`config.mk`:
```
export PLATFORM = sky130hd
export DESIGN_NAME = mining_work_scheduler
export DESIGN_NICKNAME = d
export VERILOG_FILES = /design/src/rtl/mining_work_scheduler.sv
export SDC_FILE = /design/constraint.sdc
export NUM_CORES = 1
export LEC_CHECK = 0
export BUFFER_PORTS_ARGS = -buffer_cell sky130_fd_sc_hd__buf_2
export CAP_MARGIN = 20
export CORE_AREA = 2 2 342 344
export CTS_CLUSTER_SIZE = 8
export DETAILED_ROUTE_END_ITERATION = 16
export DIE_AREA = 0 0 344 346
export GPL_TIMING_DRIVEN = 0
export SETUP_SLACK_MARGIN = 0.02
export SLEW_MARGIN = 20
export SYNTH_ARGS = -nofsm -noshare
export SYNTH_HDL_FRONTEND = slang
export SYNTH_SLANG_ARGS = --single-unit
```
`constraint.sdc`:
```
create_clock -name hash_clk -period 15.4 [get_ports hash_clk]
set_input_delay 3.85 -clock hash_clk [delete_from_list [all_inputs] [get_ports hash_clk]]
set_output_delay 3.85 -clock hash_clk [all_outputs]
set_load 0.03 [all_outputs]
```
`src/rtl/mining_work_scheduler.sv`:
```
// mining_work_scheduler
//   Distributes accepted work (midstate + 96-bit header tail) to all mining
//   cores and collects their golden-ticket nonces. Each core owns a one-deep
//   hold register; a round-robin arbiter moves held nonces into a show-ahead
//   output FIFO. Tickets arriving shortly after a work change are discarded
//   as stale.
//
//   hash_clk, hash_rst_n          clock, asynchronous active-low reset
//   work_valid/work_ready         new-work handshake
//   work_midstate, work_data      work payload
//   core_midstate, core_data      work broadcast to every core
//   core_golden, core_nonce       per-core ticket pulse and nonce (core i at [32*i+31:32*i])
//   nonce_valid/nonce_ready       output FIFO handshake (head shown ahead)
//   nonce_out, nonce_core         FIFO head nonce and originating core
//   drop_count                    tickets lost to hold-register overrun, saturating at 255
module mining_work_scheduler #(
  parameter int unsigned NUM_CORES    = 4,
  parameter int unsigned FIFO_DEPTH   = 8,
  parameter int unsigned STALE_CYCLES = 256,
  localparam int unsigned ID_W        = (NUM_CORES > 1) ? $clog2(NUM_CORES) : 1
) (
  input  logic                      hash_clk,
  input  logic                      hash_rst_n,
  input  logic                      work_valid,
  output logic                      work_ready,
  input  logic [255:0]              work_midstate,
  input  logic [95:0]               work_data,
  output logic [255:0]              core_midstate,
  output logic [95:0]               core_data,
  input  logic [NUM_CORES-1:0]      core_golden,
  input  logic [32*NUM_CORES-1:0]   core_nonce,
  output logic                      nonce_valid,
  input  logic                      nonce_ready,
  output logic [31:0]               nonce_out,
  output logic [ID_W-1:0]           nonce_core,
  output logic [7:0]                drop_count
);

  localparam int unsigned PTR_W   = $clog2(FIFO_DEPTH);
  localparam int unsigned CNT_W   = PTR_W + 1;
  localparam int unsigned STALE_W = (STALE_CYCLES > 0) ? $clog2(STALE_CYCLES + 1) : 1;

  typedef logic [ID_W+31:0] entry_t;

  // Work path and stale window
  logic               work_accept;
  logic [STALE_W-1:0] stale_cnt;
  logic               stale;

  assign work_accept = work_valid && work_ready;
  assign stale       = (stale_cnt != '0);

  always_ff @(posedge hash_clk or negedge hash_rst_n) begin
    if (!hash_rst_n) begin
      work_ready    <= 1'b0;
      core_midstate <= '0;
      core_data     <= '0;
      stale_cnt     <= '0;
    end else begin
      work_ready <= 1'b1;
      if (work_accept) begin
        core_midstate <= work_midstate;
        core_data     <= work_data;
        stale_cnt     <= STALE_W'(STALE_CYCLES);
      end else if (stale) begin
        stale_cnt <= stale_cnt - STALE_W'(1);
      end
    end
  end

  // Capture registers, arbiter and FIFO state
  logic [NUM_CORES-1:0] pending;
  logic [31:0]          hold [NUM_CORES];
  logic [ID_W-1:0]      rr_ptr;

  entry_t               fifo_mem [FIFO_DEPTH];
  logic [PTR_W-1:0]     wr_ptr;
  logic [PTR_W-1:0]     rd_ptr;
  logic [CNT_W-1:0]     fifo_count;
  logic                 fifo_full;
  logic                 push;
  logic                 pop;
  entry_t               head;

  logic                 grant_valid;
  logic [ID_W-1:0]      grant_idx;
  int unsigned          best_dist;
  logic [NUM_CORES-1:0] grant_vec;
  logic [NUM_CORES-1:0] capture_vec;
  logic [NUM_CORES-1:0] drop_vec;
  logic [8:0]           drop_sum;

  assign fifo_full = (fifo_count == CNT_W'(FIFO_DEPTH));

  // Fullness is judged before any same-edge pop, so a full FIFO never
  // accepts a push even while it is being drained.
  // The pending core closest to rr_ptr (in wrap-around distance) wins.
  always_comb begin
    grant_valid = 1'b0;
    grant_idx   = '0;
    best_dist   = NUM_CORES;
    if (!fifo_full) begin
      for (int unsigned i = 0; i < NUM_CORES; i++) begin
        if (pending[i] && (((i + NUM_CORES - 32'(rr_ptr)) % NUM_CORES) < best_dist)) begin
          best_dist   = (i + NUM_CORES - 32'(rr_ptr)) % NUM_CORES;
          grant_valid = 1'b1;
          grant_idx   = ID_W'(i);
        end
      end
    end
  end

  // A core granted this edge frees its hold register, so a ticket arriving
  // on the same edge is captured rather than dropped.
  always_comb begin
    grant_vec   = '0;
    capture_vec = '0;
    drop_vec    = '0;
    for (int unsigned i = 0; i < NUM_CORES; i++) begin
      grant_vec[i]   = grant_valid && (32'(grant_idx) == i);
      capture_vec[i] = core_golden[i] && !stale && (!pending[i] || grant_vec[i]);
      drop_vec[i]    = core_golden[i] && !stale && pending[i] && !grant_vec[i];
    end
  end

  always_comb begin
    drop_sum = {1'b0, drop_count};
    for (int unsigned i = 0; i < NUM_CORES; i++) begin
      drop_sum = drop_sum + 9'(drop_vec[i]);
    end
  end

  always_ff @(posedge hash_clk or negedge hash_rst_n) begin
    if (!hash_rst_n) begin
      pending    <= '0;
      rr_ptr     <= '0;
      drop_count <= '0;
      for (int unsigned i = 0; i < NUM_CORES; i++) begin
        hold[i] <= '0;
      end
    end else begin
      for (int unsigned i = 0; i < NUM_CORES; i++) begin
        if (capture_vec[i]) begin
          hold[i]    <= core_nonce[32*i +: 32];
          pending[i] <= 1'b1;
        end else if (grant_vec[i]) begin
          pending[i] <= 1'b0;
        end
      end
      if (grant_valid) begin
        rr_ptr <= ID_W'((32'(grant_idx) + 1) % NUM_CORES);
      end
      drop_count <= (drop_sum > 9'd255) ? 8'hFF : drop_sum[7:0];
    end
  end

  // Output FIFO
  assign push = grant_valid;
  assign pop  = (fifo_count != '0) && nonce_ready;

  always_ff @(posedge hash_clk) begin
    if (push) begin
      fifo_mem[wr_ptr] <= {grant_idx, hold[grant_idx]};
    end
  end

  always_ff @(posedge hash_clk or negedge hash_rst_n) begin
    if (!hash_rst_n) begin
      wr_ptr     <= '0;
      rd_ptr     <= '0;
      fifo_count <= '0;
    end else begin
      if (push) wr_ptr <= wr_ptr + PTR_W'(1);
      if (pop)  rd_ptr <= rd_ptr + PTR_W'(1);
      case ({push, pop})
        2'b10:   fifo_count <= fifo_count + CNT_W'(1);
        2'b01:   fifo_count <= fifo_count - CNT_W'(1);
        default: fifo_count <= fifo_count;
      endcase
    end
  end

  // FIFO storage is not reset; head fields read as zero while empty.
  assign head        = fifo_mem[rd_ptr];
  assign nonce_valid = (fifo_count != '0);
  assign nonce_out   = nonce_valid ? head[31:0] : '0;
  assign nonce_core  = nonce_valid ? head[ID_W+31:32] : '0;

endmodule

```
==> out/qor.yml <==
status: "finished clean"
maxSlewHeadroom_pct: 35.0
period_share_pct: 47.0
cp-end-kind: "primary output"
crit_buf_inv: 4
drive_above_1_share_pct: 36.8
fillers: 11500
die_height_um: 346
finalSetupViolCount: 0
cts_setup_buffers: 0
synthToLayoutAreaGrowth_pct: 31.6
critical_path_arrival_ps: 3390
drt_wl_total_um: 137000
portBuffers: 883
fmax_ghz: 0.138
numCtsBuffers: 110
place_congestion: 0.965
p_leak_nw: 20.3
period_needed_ps: 7240
layout_setup_ws_ps: 8160
die_x_um: 344
drtIter0Drc: 2261
pre_cts_ws_ps: 8880
maxCapViolCount: 0
ys_seq_elements: 786
hold_viol_final: 0
syn_inst: 2554
grt_max_degree: 91
async_flop_share_pct: 65.4
power_mw: 8.14
clock_latency_ps: 730
cts_resized: 0
grt_pass1_vias: 24400
hpwl_um: 109000
dieArea_um2: 119000
coreArea_um2: 115000
ys_warn_count: 0
cpLargestDelayFamily: "buffers and inverters"
antenna_found_initial: 63
ctsHoldBuffers: 0
nNetsFinal: 4091
gr-total-overflow: 0
path_clk_slew_ps: 50
synth_area_um2: 32200
finish.utilization_pct: 36.7
ant_nets: 0
ir_worst_vdd_uv: 104
vias: 24100
startpoint_type: "flip-flop"
final_cells: 5216
wire_per_inst_um: 26.3
boundaryPins: 884
final_max_slew_viol_count: 0
track_usage_pct: 22.5
power_density_nw_per_um2: 192
clock-root-buffer: "clkbuf_16"
cp.required_ps: 11550
fin_area_um2: 42400
grt_pass1_wl_um: 187000
synth-edff-count: 272
syn_area_per_cell_um2: 12.6
cts_tree: "yes"
clock_skew_ps: 86.2
drc: 0
rows: 125
grt_setup_unrepaired: "false"
ff2ff_setup_slack_ps: 9010
placed_area_um2: 39000
path_cells: "clkbuf_1, clkbuf_1, buf_2, mux4_2, mux2i_1, nor2_1, buf_2"
synth_nets: 3059
dp_cells: 4998
hold_class: "reg -> reg"
htree_levels: 3
cpPeakStageDelay_ps: 590
crit_fanout: 10
synth.distinct_cells: 63
slowest_stage: "clkbuf_1"
critPathKind: "reg -> out"
ys.flop_type: "dfrtp_1"
dr.pass1.iters: 5
start_util_pct: 27.9
synth_seq_area_share_pct: 65.4
clockBufferDepth: 3
tightest_slew_ps: 948
cts_sinks: 786
via_per_inst: 4.61
[through the flow]
step,setup TNS [ps],hold slack [ps]
floorplan,0,457
CTS,0,470
detailed placement,0,457
global placement,-545930,455
global route,0,480
finish,0,466
[cells in the final DEF (no fill, tap or decap), types with 47 or more instances in the layout]
master / synthesis / layout
nor2_1: 53 / 50
mux2_4: 120 / 120
nand2_1: 1076 / 1076
edfxtp_1: 272 / 272
clkbuf_1: 89 / 131
dfrtp_1: 514 / 514
inv_1: 47 / 47
mux2i_1: 67 / 67
mux4_2: 68 / 68
diode_2: 0 / 51
clkbuf_16: 0 / 110
buf_2: 14 / 901
[layout make-up]
type / instances / area, um^2 / share of cell area (%)
plain buffers: 136 / 812 / 1.92
inverters: 49 / 189 / 0.446
clock inverters: 10 / 238 / 0.561
diodes: 51 / 128 / 0.301
flip-flops and latches: 786 / 21000 / 49.7
multi-input cells: 1583 / 10200 / 24.1
repair buffers: 920 / 4890 / 11.5
clock buffers: 157 / 2960 / 6.99
well taps: 1524 / 1910 / 4.50
[cell usage after synthesis (all sizes together) (3+ instances only)]
library cell / number / area share (%)
xor2: 5 / 0.14
edfxtp: 272 / 25
dfrtp: 514 / 40
and3: 5 / 0.097
a21oi: 12 / 0.25
a21boi: 3 / 0.093
fa: 4 / 0.25
and2: 4 / 0.078
a21o: 7 / 0.16
nor2: 58 / 0.90
o21ai: 7 / 0.11
nand4: 33 / 0.64
inv: 48 / 0.56
nand2b: 6 / 0.12
mux4: 68 / 4.8
clkbuf: 89 / 1.0
o221ai: 33 / 1.5
mux2: 129 / 5.9
nand2: 1081 / 13
ha: 13 / 0.51
nand3: 6 / 0.093
nor2b: 4 / 0.078
nor4: 3 / 0.12
mux2i: 67 / 2.1
nor3: 10 / 0.19
buf: 47 / 1.5
xnor2: 10 / 0.27
[report_power, final]
group | leakage, nW | switching (mW) | internal [mW]
logic | 9.71 | 1.80 | 1.01
clock network | 1.53 | 0.958 | 1.35
registers | 9.02 | 0.233 | 2.79
total | 20.3 | 2.99 | 5.15
[sequential cells by signal, summed over array words and instances, names as in the netlist, 3 cells and up]
name           count
core_data         96
core_midstate    256
drop_count         8
fifo_count         4
fifo_mem         272
hold             128
pending            4
rd_ptr             3
stale_cnt          9
wr_ptr             3
[logic make-up after synthesis]
family | count (synthesis) | synth area share (%)
xor+xnor | 15 | 0.408
fa+ha+maj | 17 | 0.755
buf+inv | 185 | 3.10
compound gates | 71 | 2.43
simple gates | 1215 | 15.2
mux | 264 | 12.8
other cells | 1 | 0.0117
flops | 786 | 65.4
[worst min-delay path: cells and delay by family, from the launching register on]
kind | cells | cell delay (ps)
simple gates | 2 | 100
flops | 1 | 330
[metal layers]
metal	global-route usage (%)	vias to the layer above	part of all wire [%]
li1	-	10700	-
met1	28.8	12100	40
met2	33.0	1081	44
met3	10.5	223	13
met4	8.26	18	3.4
met5	0	-	0.091
[final timing paths]
path,start,endpoint,depth (start not counted)
max,rd_ptr[1]$_DFFE_PN0P_,nonce_out[29],7
min,core_midstate[101]$_DFFE_PN0P_,core_midstate[101]$_DFFE_PN0P_,2
max reg2reg,rr_ptr[1]$_DFFE_PN0P_,drop_count[5]$_DFF_PN0_,25
min reg2reg,core_midstate[101]$_DFFE_PN0P_,core_midstate[101]$_DFFE_PN0P_,2
max in group asynchronous,hash_rst_n,core_data[80]$_DFFE_PN0P_,4
min in group asynchronous,hash_rst_n,hold[96]$_DFFE_PN0P_,1
(Power assumes the default switching activity.)
